**src/rtl/nibble_serial_adder.sv**
```systemverilog
// rtl/nibble_serial_adder.sv - nibble-serial unsigned adder, one 4-bit carry-lookahead slice per clock
// Optional signed-overflow output ovf is enabled by defining NIBBLE_SERIAL_ADDER_OVF_EN.
module nibble_serial_adder #(
  parameter int WIDTH = 16
) (
  input  logic             clk,
  input  logic             rst,
  input  logic             start,
  input  logic [WIDTH-1:0] a,
  input  logic [WIDTH-1:0] b,
  input  logic             cin,
  output logic             busy,
  output logic             done,
  output logic [WIDTH-1:0] s,
`ifdef NIBBLE_SERIAL_ADDER_OVF_EN
  output logic             ovf,
`endif
  output logic             cout
);

  localparam int NIB = WIDTH / 4;
  localparam int IW  = $clog2(NIB);

  typedef enum logic [1:0] {IDLE, RUN, DONE} state_t;

  state_t           r_state;
  logic [WIDTH-1:0] r_a;
  logic [WIDTH-1:0] r_b;
  logic [WIDTH-1:0] r_acc;
  logic             r_c;
  logic [IW-1:0]    r_idx;
  logic [WIDTH-1:0] r_s;
  logic             r_cout;
  logic             r_ovf;
  logic             r_busy;
  logic             r_done;

  logic [3:0] w_g;
  logic [3:0] w_p;
  logic [3:0] w_c;
  logic       w_c4;
  logic [3:0] w_sum;
  logic       w_last;

  // Operands shift right each slice, so the active slice is always bits [3:0].
  assign w_g = r_a[3:0] & r_b[3:0];
  assign w_p = r_a[3:0] ^ r_b[3:0];

  assign w_c[0] = r_c;
  assign w_c[1] = w_g[0] | (w_p[0] & r_c);
  assign w_c[2] = w_g[1] | (w_p[1] & w_g[0]) | (w_p[1] & w_p[0] & r_c);
  assign w_c[3] = w_g[2] | (w_p[2] & w_g[1]) | (w_p[2] & w_p[1] & w_g[0])
                | (w_p[2] & w_p[1] & w_p[0] & r_c);
  assign w_c4   = w_g[3] | (w_p[3] & w_g[2]) | (w_p[3] & w_p[2] & w_g[1])
                | (w_p[3] & w_p[2] & w_p[1] & w_g[0])
                | (w_p[3] & w_p[2] & w_p[1] & w_p[0] & r_c);

  assign w_sum  = w_p ^ w_c;
  assign w_last = (r_idx == IW'(NIB - 1));

  always_ff @(posedge clk) begin
    if (rst) begin
      r_state <= IDLE;
      r_a     <= '0;
      r_b     <= '0;
      r_acc   <= '0;
      r_c     <= 1'b0;
      r_idx   <= '0;
      r_s     <= '0;
      r_cout  <= 1'b0;
      r_ovf   <= 1'b0;
      r_busy  <= 1'b0;
      r_done  <= 1'b0;
    end else begin
      case (r_state)
        IDLE, DONE: begin
          r_done <= 1'b0;
          if (start) begin
            r_a     <= a;
            r_b     <= b;
            r_c     <= cin;
            r_acc   <= '0;
            r_idx   <= '0;
            r_busy  <= 1'b1;
            r_state <= RUN;
          end else begin
            r_busy  <= 1'b0;
            r_state <= IDLE;
          end
        end
        RUN: begin
          // Partial sum fills from the top so it is aligned after NIB slices.
          r_acc <= {w_sum, r_acc[WIDTH-1:4]};
          r_a   <= {4'b0000, r_a[WIDTH-1:4]};
          r_b   <= {4'b0000, r_b[WIDTH-1:4]};
          r_c   <= w_c4;
          if (w_last) begin
            r_s     <= {w_sum, r_acc[WIDTH-1:4]};
            r_cout  <= w_c4;
            r_ovf   <= w_c[3] ^ w_c4;
            r_busy  <= 1'b0;
            r_done  <= 1'b1;
            r_state <= DONE;
          end else begin
            r_idx <= r_idx + 1'b1;
          end
        end
        default: begin
          r_busy  <= 1'b0;
          r_done  <= 1'b0;
          r_state <= IDLE;
        end
      endcase
    end
  end

  assign busy = r_busy;
  assign done = r_done;
  assign s    = r_s;
  assign cout = r_cout;
`ifdef NIBBLE_SERIAL_ADDER_OVF_EN
  assign ovf  = r_ovf;
`else
  logic w_unused_ovf;
  assign w_unused_ovf = r_ovf;
`endif

endmodule
```
**config.mk**
```make
export PLATFORM = sky130hd
export DESIGN_NAME = nibble_serial_adder
export DESIGN_NICKNAME = d
export VERILOG_FILES = /design/src/rtl/nibble_serial_adder.sv
export SDC_FILE = /design/constraint.sdc
export NUM_CORES = 1
export LEC_CHECK = 0
export ABC_CLOCK_PERIOD_IN_PS = 1880
export BUFFER_PORTS_ARGS = -buffer_cell sky130_fd_sc_hd__clkbuf_2
export CORE_ASPECT_RATIO = 1.2
export CORE_MARGIN = 2
export CORE_UTILIZATION = 30
export CTS_CLUSTER_SIZE = 40
export DETAILED_ROUTE_END_ITERATION = 7
export PLACE_DENSITY = 0.55
export SLEW_MARGIN = 20
export SYNTH_ARGS = -nofsm -noshare
export SYNTH_HDL_FRONTEND = slang
export SYNTH_SLANG_ARGS = --single-unit
```
**constraint.sdc**
```tcl
create_clock -name clk -period 1.88 [get_ports clk]
set_input_delay 0.094 -clock clk [delete_from_list [all_inputs] [get_ports clk]]
set_output_delay 0.094 -clock clk [all_outputs]
set_load 0.02 [all_outputs]
```
==> reports/metrics.cfg, run 1 <==
[status]
outcome = complete, no violations

[pwr]
combPwrFrac_pct = 12.2
leakage_nw = 1.47
power_frac_clock_pct = 42.6
seqPwrFrac_pct = 45.2
fin_total_pwr_mw = 3.45
p_switching_mw = 0.857
switching_share_pct = 24.8
power_density_mw_per_mm2 = 956
p_int_mw = 2.59
ir_worst_vdd_mv = 0.470

[route]
vias_per_cell = 4.73
first_pass_iters = 4
routed_wl_um = 6690
drc_errors = 0
drt_iter0_drc = 108
antenna_left = 0
wl_per_cell_um = 12.8
vias = 2477

[logic_synthesis]
synth.area.top_cells = dfxtp_1 (50%), nand2_1 (11%), a311oi_1 (7.3%)
yosysUniqueCellTypes = 32
mappedNetlistArea_mm2 = 0.00275
syn_inst = 327
seq_area_frac_synth_pct = 49.6
synth_top_area_share_pct = 49.6
yosysTopAreaCell = dfxtp_1
ys_seq_elements = 68
synth.avg_cell_area_um2 = 8.39
syn_nets = 369
ys.warnings.count = 0

[worst_setup_path]
path_max_fanout = 4
crit_family = simple AND/OR/NAND/NOR gates
worstSetupEndpointType = flop
rr_endpoint = s[15]$_SDFFE_PP0P_
critPathLaunchType = flop
critical-path-max-stage-delay_ns = 0.49
required_ns = 2.10
critPathKind = reg2reg
cp.arrival_ns = 1.98
r2r_start = r_a[0]$_SDFFE_PP0P_
worst-path-buf-inv = 0
r2r_slack_ns = 0.12
rr_worst_depth = 5
path_cells = ha_1 -> a211oi_2 -> nor2_1 -> nor4b_1 -> or4_1
critPathSlowestCell = or4_1

[timing]
skew_ns = 0.00738
max-slew-margin-rel_pct = 68.4
hold_viol = 0
rsz0062_at_grt = no
min_period_ns = 1.76
tns_ns = 0
fin_crit_sh_pct = 93.8
setup_viol = 0
clock.fmax_mhz = 567
worst_slew_pin_slew_ns = 0.473
finalMaxSlewViolations = 0

[floorplanning]
die-area_mm2 = 0.00994
num_io_pins = 55
start_util_pct = 30.5
rows = 38
fp.dieW_um = 91.3
die_h_um = 109
core_area_mm2 = 0.00899

[clock_network]
cts_tree = yes
clk_latency_ns = 0.34
cts_max_path_buffers = 2
numClockSinks = 68
clk_pin_slew_worst_paths_ns = 0.08
clockRootBuffer = clkbuf_8
cts_buffers = 9
htree_levels = 3

[global_routing]
antenna_found_initial = 0
track_usage_pct = 14.2
grt_pass1_wl_um = 11200
grt_max_degree = 51
grt_remaining_overflow = 0
grt_pass1_vias = 2307

[placed_design]
place.gp.congestion = 0.790
io_buffer_count = 54
dp.final_hpwl_um = 4460

[worst_hold_path]
min_to = r_b[14]$_SDFFE_PP0P_
hp-class = in2reg
hp-start = b[14]
min_path_cells = 3

[finish]
layout-drive-gt1-share_pct = 21.5
n_antenna_cell = 0
fillers = 924
area_growth_pct = 31.6
nets = 441

[run]
drv_cap = 0

-- cells by family (layout without fill, tap and decap cells) --
kind of cell | Yosys count | after routing | share of synthesized area [%]
fa+ha+maj | 6 | 6 | 3.01
flops | 68 | 68 | 49.6
xor+xnor | 2 | 2 | 0.638
compound gates | 70 | 70 | 18.4
buf+inv | 29 | 106 | 4.97
simple gates | 152 | 152 | 23.4
-- worst max path at each step --
stage	slack [ns]	start	to	depth (start not counted)
after floorplan	0.15	r_a[0]$_SDFFE_PP0P_	s[15]$_SDFFE_PP0P_	5
after global placement	0.14	r_a[0]$_SDFFE_PP0P_	s[15]$_SDFFE_PP0P_	5
after detailed placement	0.12	r_a[0]$_SDFFE_PP0P_	s[15]$_SDFFE_PP0P_	5
after CTS	0.09	r_a[0]$_SDFFE_PP0P_	s[15]$_SDFFE_PP0P_	5
after global routing	0.03	r_a[0]$_SDFFE_PP0P_	s[15]$_SDFFE_PP0P_	5
final	0.12	r_a[0]$_SDFFE_PP0P_	s[15]$_SDFFE_PP0P_	5
-- worst min-delay path, cell delays in order --
cell and delay [ns]:
clkbuf_2 0.09, a22oi_1 0.07, nor2_1 0.08
-- cell type report --
| cell class | instances | area, um^2 | area share, % |
|---|---|---|---|
| clock buffers | 9 | 124 | 3.43 |
| clock inverters | 7 | 121 | 3.36 |
| repair buffers | 90 | 608 | 16.8 |
| flip-flops and latches | 68 | 1360 | 37.7 |
| well taps | 120 | 150 | 4.16 |
| multi-input cells | 230 | 1250 | 34.5 |
-- metal layers --
metal / global-route usage [%] / vias up / share of wire, %
met5: 0 / - / 0
met4: 5.84 / 0 / 1.3
met3: 2.97 / 7 / 3.8
met2: 23.7 / 56 / 49
met1: 18.0 / 1137 / 46
li1: - / 1277 / -
-- layout by cell type (no fill, tap or decap), drive strengths merged, types with 5 or more instances in the layout --
cell type and n:
dlygate4sd3 22, nor2 50, dfxtp 68, nand2 81, a311oi 23, a22oi 20, buf 14, ha 5
a21oi 20, clkbuf 63
-- per-stage QoR --
| stage | instance area, um^2 | hold WS (ns) | setup slack [ns] | instances | utilization [%] |
|---|---|---|---|---|---|
| floorplan | 2750 | 0.253 | 0.154 | 327 | - |
| global placement | 3150 | 0.344 | 0.136 | 486 | 35.0 |
| detailed placement | 3150 | 0.351 | 0.117 | 486 | 35.0 |
| CTS | 3610 | 0.00498 | 0.0948 | 524 | 40.2 |
| global route | 3610 | 0.0139 | 0.0291 | 524 | 40.2 |
| finish | 3610 | 0.0142 | 0.116 | 524 | 40.2 |
-- registers in the layout, indices dropped and copies added (netlist names) --
name and cells:
r_a 16, r_b 16, s 16, r_acc 12, r_idx 2, r_state 2
busy 1, cout 1, done 1, r_c 1
-- synthesized netlist by cell type, drive strengths merged --
cell type / count
and2b: 1
and2: 1
or4: 1
nand2: 81
o21ai: 1
a31oi: 2
a21oi: 20
clkbuf: 18
nor4b: 2
buf: 11
nor4: 1
dfxtp: 68
a311oi: 23
nor2b: 1
o21bai: 2
o31ai: 1
nor2: 50
a22oi: 20
fa: 1
nand2b: 2
nor3: 2
nor3b: 2
nand3b: 4
xor2: 1
nand3: 3
or2b: 1
a211oi: 1
xnor2: 1
ha: 5
-- power groups by stage --
stage	logic [mW]	clock network (mW)	registers [mW]
floorplan	0.262	0	1.58
finish	0.421	1.47	1.56
detailed placement	0.389	0	1.59
global route	0.472	1.58	1.57
global placement	0.385	0	1.59
CTS	0.426	1.51	1.56
-- repair_timing --
action / CTS / global route
hold endpoints to repair: 22 / 0
setup endpoints to repair: 0 / 1
setup buffers: 0 / 0
resized for setup: 0 / 0
hold buffers: 22 / 0
Power figures use the tool's default switching activity.
==> run 2: changes to the inputs <==
--- a/config.mk
+++ b/config.mk
@@ -7,4 +7,3 @@
 export LEC_CHECK = 0
-export ABC_CLOCK_PERIOD_IN_PS = 1880
-export BUFFER_PORTS_ARGS = -buffer_cell sky130_fd_sc_hd__clkbuf_2
+export ABC_CLOCK_PERIOD_IN_PS = 1750
 export CORE_ASPECT_RATIO = 1.2
@@ -14,3 +13,4 @@
 export DETAILED_ROUTE_END_ITERATION = 7
-export PLACE_DENSITY = 0.55
+export DONT_BUFFER_PORTS = 1
+export PLACE_DENSITY = 0.5
 export SLEW_MARGIN = 20
==> constraint.sdc (replaced) <==
create_clock -name clk -period 1.75 [get_ports clk]
set_input_delay 0.175 -clock clk [delete_from_list [all_inputs] [get_ports clk]]
set_output_delay 0.175 -clock clk [all_outputs]
set_load 0.02 [all_outputs]
==> run 2 against run 1 <==
Design area shrank 6.7%. Maximum frequency up 5.2%. Die area unchanged. Total power shrank 5.0%. Global-route usage up 0.15 points. Non-clock buffer count down 46. Final cell count down 8.8%. Largest power group unchanged. Critical path type unchanged. Sequential power up 8%. Clock skew is essentially flat. Critical path depth unchanged. Wire length increased by 1.3%.
==> reports/metrics.cfg, run 2 (synthesized netlist as in run 1, its figures left out) <==
[pwr]
leakage_nw = 1.24  ; -15%
seqPwrFrac_pct = 51.2  ; +6.0 points
switching_share_pct = 27.5  ; +2.7 points
p_int_mw = 2.38  ; -8.4%
ir_worst_vdd_mv = 0.457  ; -2.7%
power_density_mw_per_mm2 = 972  ; +1.8%
p_switching_mw = 0.902  ; +5.2%
combPwrFrac_pct = 13.3  ; +1.1 points
power_frac_clock_pct = 35.5  ; -7.1 points
fin_total_pwr_mw = 3.28  ; -5.0%

[floorplanning]
num_io_pins = 55  ; unchanged
start_util_pct = 30.5  ; unchanged
fp.dieW_um = 91.3  ; unchanged
die_h_um = 109  ; unchanged
die-area_mm2 = 0.00994  ; unchanged
rows = 38  ; unchanged
core_area_mm2 = 0.00899  ; unchanged

[placed_design]
io_buffer_count = 0  ; -100%
dp.final_hpwl_um = 4330  ; -3.1%
place.gp.congestion = 0.787  ; -0.28%

[finish]
final_common_cell = nand2_1
fillers = 934  ; +1.1%
layout-drive-gt1-share_pct = 9.50  ; -12 points
multiInputGateArea_mm2 = 0.00125  ; unchanged
regArea_mm2 = 0.00136  ; unchanged
nets = 395  ; -10%
area_growth_pct = 22.8
layout_common_cells = nand2_1 (81), dfxtp_1 (68), nor2_1 (50), dlygate4sd3_1 (29), a311oi_1 (23)
n_antenna_cell = 0  ; unchanged

[worst_setup_path]
path_max_fanout = 2  ; -2
critPathSlowestCell = or4_1
worstSetupEndpointType = flop
critPathLaunchType = flop
required_ns = 1.97  ; -0.13 ns
critPathKind = reg2reg
cp.arrival_ns = 1.89  ; -0.09 ns
path_cells = ha_1 -> a211oi_2 -> nor2_1 -> nor4b_1 -> or4_1
critical-path-max-stage-delay_ns = 0.50  ; about the same

[route]
drt_iter0_drc = 71  ; -34%
first_pass_iters = 4  ; unchanged
wl_per_cell_um = 14.2  ; +11%
antenna_left = 0  ; unchanged
vias = 2336  ; -5.7%
drc_errors = 0  ; unchanged
routed_wl_um = 6770  ; +1.3%
vias_per_cell = 4.89  ; +3.4%

[timing]
hold_viol = 0  ; unchanged
holdWs_ns = 0.0163  ; +0.00215 ns
min_period_ns = 1.68  ; -0.0876 ns
fin_crit_sh_pct = 95.8  ; +2.0 points
max-slew-margin-rel_pct = 71.1  ; +2.7 points
tns_ns = 0  ; unchanged
rsz0062_at_grt = no
worst_slew_pin_slew_ns = 0.432  ; -0.0410 ns
finalMaxSlewViolations = 0  ; unchanged
skew_ns = 0.00735  ; -0.0000367 ns
clock.fmax_mhz = 597  ; +5.2%
setup_viol = 0  ; unchanged

[clock_network]
clockRootBuffer = clkbuf_8
clk_pin_slew_worst_paths_ns = 0.07  ; about the same
cts_max_path_buffers = 2  ; unchanged
htree_levels = 3  ; unchanged
cts_tree = yes
numClockSinks = 68  ; unchanged
post_cts_buffers = 0  ; unchanged
clk_latency_ns = 0.34  ; about the same
cts_buffers = 9  ; unchanged

[global_routing]
antenna_found_initial = 0  ; unchanged
grt_max_degree = 68  ; +33%
grt_pass1_wl_um = 11200  ; -0.37%
grt_remaining_overflow = 0  ; unchanged
track_usage_pct = 14.3  ; +0.15 points
grt_pass1_vias = 2296  ; -0.48%

[worst_hold_path]
hp-class = in2reg

[run]
drv_cap = 0  ; unchanged

[status]
outcome = complete, no violations

## run 2: cell count changes in the layout (fill, tap and decap cells not counted), moves of 2 or more
cell           before  now
clkbuf_2           54    0
dlygate4sd3_1      22   29
clkinv_2            1    3
bufinv_16           3    0
clkinvlp_4          0    2
## run 2: critical path, delay by kind of cell, from the launching register on
kind	cells	cell delay, ns
simple gates	3	0.73
flops	1	0.32
fa+ha+maj	1	0.30
compound gates	1	0.21
## run 2: through the flow
| stage | util (%) | cells | area, um^2 | worst slack (ns) |
|---|---|---|---|---|
| 4_1_cts | 37.5 | 478 | 3370 | 0.0317 |
| 3_3_place_gp | 32.0 | 432 | 2880 | 0.0616 |
| 2_1_floorplan | - | 327 | 2750 | 0.0237 |
| 6_report | 37.5 | 478 | 3370 | 0.0738 |
| 3_5_place_dp | 32.0 | 432 | 2880 | 0.0438 |
| 5_1_grt | 37.5 | 478 | 3370 | 0.00307 |
## run 2: per-layer routing
layer	wire (um)	track usage, %	part of all wire [%]	vias to the layer above
li1	-	-	-	1180
met1	3070	17.5	45	1090
met2	3290	24.1	49	59
met3	336	4.22	5.0	7
met4	78	5.19	1.2	0
met5	0	0	0	-
## run 2: power by group through the flow
stage | combinational [mW] | clock [mW] | sequential (mW)
6_report | 0.435 | 1.16 | 1.68
4_1_cts | 0.438 | 1.20 | 1.68
3_3_place_gp | 0.352 | 0 | 1.71
2_1_floorplan | 0.281 | 0 | 1.70
3_5_place_dp | 0.354 | 0 | 1.72
5_1_grt | 0.491 | 1.28 | 1.69
## run 2: final timing paths
path | startpoint | to | slack [ns] | cells after the start
max | r_a[0]$_SDFFE_PP0P_ | s[15]$_SDFFE_PP0P_ | 0.07 | 5
max reg2reg | r_a[0]$_SDFFE_PP0P_ | s[15]$_SDFFE_PP0P_ | 0.07 | 5
min | b[13] | r_b[13]$_SDFFE_PP0P_ | 0.02 | 2
min reg2reg | r_acc[4]$_SDFFE_PP0P_ | s[0]$_SDFFE_PP0P_ | 0.46 | 2
## run 2: final cells by class
type                    instances  area share, %
clock buffers                  10           4.08
clock inverters                 6           1.15
multi-input cells             230           37.0
flip-flops and latches         68           40.4
well taps                     120           4.45
repair buffers                 44           12.9
## run 2: what timing repair did
item | 4_1_cts | 5_1_grt
hold endpoints to repair | 67 | 0
endpoints found under the setup margin | 0 | 1
hold buffers | 30 | 0
resized for setup | 0 | 1
==> run 3: changes to the inputs <==
- CORE_ASPECT_RATIO: 1.2 -> not set
- CORE_UTILIZATION: 30 -> 40
- HOLD_SLACK_MARGIN: not set -> 0.15
- PLACE_DENSITY: 0.5 -> 0.6
==> run 3 against run 2 <==
Via count is 0.34% higher. Critical path depth unchanged. Sequential cell count unchanged. Clock skew up 0.0028 ns. Maximum frequency is 0.33% lower. Total power rose by 8.9%. First-iteration DRC count grew 39%. Sequential power barely moved. Critical path type unchanged. Highest routed layer unchanged.
==> reports/metrics.cfg, run 3 (synthesized netlist as in run 1, its figures left out) <==
[route]
wl_met1_um = 3040  ; -0.88%
first_pass_iters = 4  ; unchanged
vias = 2344  ; +0.34%
dr_wl_met3_um = 327  ; -2.7%
drt_iter0_drc = 99  ; +39%
routed_wl_um = 6530  ; -3.6%
antenna_left = 0  ; unchanged
routed.top_layer = met4
wl_per_cell_um = 14.7  ; +4.0%
drc_errors = 0  ; unchanged
wl_met2_um = 3080  ; -6.4%
vias_per_cell = 5.29  ; +8.3%

[finish]
n_antenna_cell = 0  ; unchanged
layout_common_cells = nand2_1 (81), dfxtp_1 (68), nor2_1 (50), dlygate4sd3_1 (33), a311oi_1 (23)
layout-drive-gt1-share_pct = 9.64  ; +0.14 points
final_common_cell = nand2_1
area_growth_pct = 24.8
fillers = 670  ; -28%
final_area_mm2 = 0.00343  ; +1.7%
nets = 400  ; +1.3%

[placed_design]
place.gp.congestion = 0.732  ; -7.1%
dp.final_hpwl_um = 4030  ; -6.9%
preCtsSetupSlack_ns = 0.0300  ; -0.0138 ns
place_area_mm2 = 0.00284  ; -1.3%
io_buffer_count = 0  ; unchanged

[floorplanning]
start_util_pct = 40.9  ; +10 points
num_io_pins = 55  ; unchanged
core_area_mm2 = 0.00672  ; -25%
die-area_mm2 = 0.00754  ; -24%
die_h_um = 86.8  ; -20%
fp.dieW_um = 86.8  ; -4.9%
rows = 30  ; -21%

[global_routing]
grt_pass1_vias = 2215  ; -3.5%
grt_pass1_wl_um = 10800  ; -3.8%
track_usage_pct = 18.2  ; +3.9 points
grt_remaining_overflow = 0  ; unchanged
grt_max_degree = 69  ; +1.5%
antenna_found_initial = 0  ; unchanged

[pwr]
switching_share_pct = 25.8  ; -1.7 points
power_frac_clock_pct = 40.4  ; +4.9 points
p_switching_mw = 0.922  ; +2.2%
combPwrFrac_pct = 12.6  ; -0.7 points
seqPwrFrac_pct = 47.0  ; -4.2 points
power_density_mw_per_mm2 = 1040  ; +7.2%
leakage_nw = 1.29  ; +3.7%
ir_worst_vdd_mv = 0.636  ; +39%
p_int_mw = 2.65  ; +12%

[worst_setup_path]
path_max_fanout = 2  ; unchanged
worstSetupEndpointType = flop
r2r_slack_ns = 0.07  ; about the same
cp.arrival_ns = 1.89  ; about the same
critPathKind = reg2reg
critPathLaunchType = flop
required_ns = 1.96  ; about the same

[timing]
clock.fmax_mhz = 595  ; -0.33%
max-slew-margin-rel_pct = 73.0  ; +1.9 points
fin_crit_sh_pct = 96.1  ; +0.32 points
hold_viol = 0  ; unchanged
setup_viol = 0  ; unchanged
tns_ns = 0  ; unchanged
worst_slew_pin_slew_ns = 0.405  ; -0.0277 ns
skew_ns = 0.0102  ; +0.00280 ns
setup_ws_ns = 0.0682  ; -0.00554 ns
min_period_ns = 1.68  ; +0.00554 ns
finalMaxSlewViolations = 0  ; unchanged

[clock_network]
clk_pin_slew_worst_paths_ns = 0.08  ; about the same
clockRootBuffer = clkbuf_8
cts_max_path_buffers = 2  ; unchanged
htree_levels = 3  ; unchanged
cts_buffers = 9  ; unchanged
numClockSinks = 68  ; unchanged
cts_tree = yes
clk_latency_ns = 0.34  ; about the same

[worst_hold_path]
hp-class = in2reg

[status]
outcome = complete, no violations

[run]
drv_cap = 0  ; unchanged

[run 3: changes by cell type in the layout (fill, tap and decap cells not counted)]
cell           change
clkinv_2           -2
dlygate4sd3_1      +4
bufinv_16          +2
buf_12             +1
clkinv_4           +1
inv_6              +1
clkbuf_8           -1
clkinvlp_4         -1
[run 3: power by group through the flow]
stage	sequential, mW	combinational, mW	clock (mW)
finish	1.68	0.449	1.44
global route	1.69	0.501	1.55
CTS	1.68	0.445	1.48
detailed placement	1.71	0.355	0
global placement	1.71	0.350	0
floorplan	1.70	0.281	0
[run 3: routing by layer]
layer / vias to the layer above / GRT usage, %
met3: 6 / 5.33
met1: 1080 / 23.2
met4: 0 / 7.24
li1: 1193 / -
met2: 65 / 28.9
met5: - / 0
[run 3: final cells by class]
| class | instances | area (um^2) | share of cell area (%) |
|---|---|---|---|
| well taps | 80 | 100 | 2.92 |
| clock inverters | 7 | 98.8 | 2.88 |
| clock buffers | 9 | 124 | 3.61 |
| multi-input cells | 230 | 1250 | 36.4 |
| repair buffers | 49 | 495 | 14.5 |
| flip-flops and latches | 68 | 1360 | 39.7 |
[run 3: metrics by stage]
| stage | cells | total power, mW | utilization, % | hold WS [ns] |
|---|---|---|---|---|
| 4_1_cts | 442 | 3.60 | 50.9 | 0.162 |
| 3_5_place_dp | 392 | 2.07 | 42.3 | 0.252 |
| 3_3_place_gp | 392 | 2.06 | 42.3 | 0.250 |
| 5_1_grt | 443 | 3.73 | 51.0 | 0.183 |
| 2_1_floorplan | 327 | 1.98 | - | 0.334 |
| 6_report | 443 | 3.57 | 51.0 | 0.174 |
[run 3: critical path, cell delays in order (launching register included)]
cell and delay, ns:
dfxtp_1 0.32, ha_1 0.30, a211oi_2 0.22, nor2_1 0.08
nor4b_1 0.14, or4_1 0.50
[run 3: repair_timing]
action | in CTS | in global routing
gates resized for setup | 0 | 1
hold endpoints to repair | 67 | 0
setup endpoints to repair | 0 | 1
hold buffers | 34 | 0
buffers inserted | 0 | 1
[run 3: path summary, 6_finish.rpt]
path / startpoint / endpoint / cells after the start
setup / recovery: r_a[0]$_SDFFE_PP0P_ / s[15]$_SDFFE_PP0P_ / 5
hold / removal: rst / s[5]$_SDFFE_PP0P_ / 2
hold reg to reg: r_acc[6]$_SDFFE_PP0P_ / s[2]$_SDFFE_PP0P_ / 2
setup reg to reg: r_a[0]$_SDFFE_PP0P_ / s[15]$_SDFFE_PP0P_ / 5
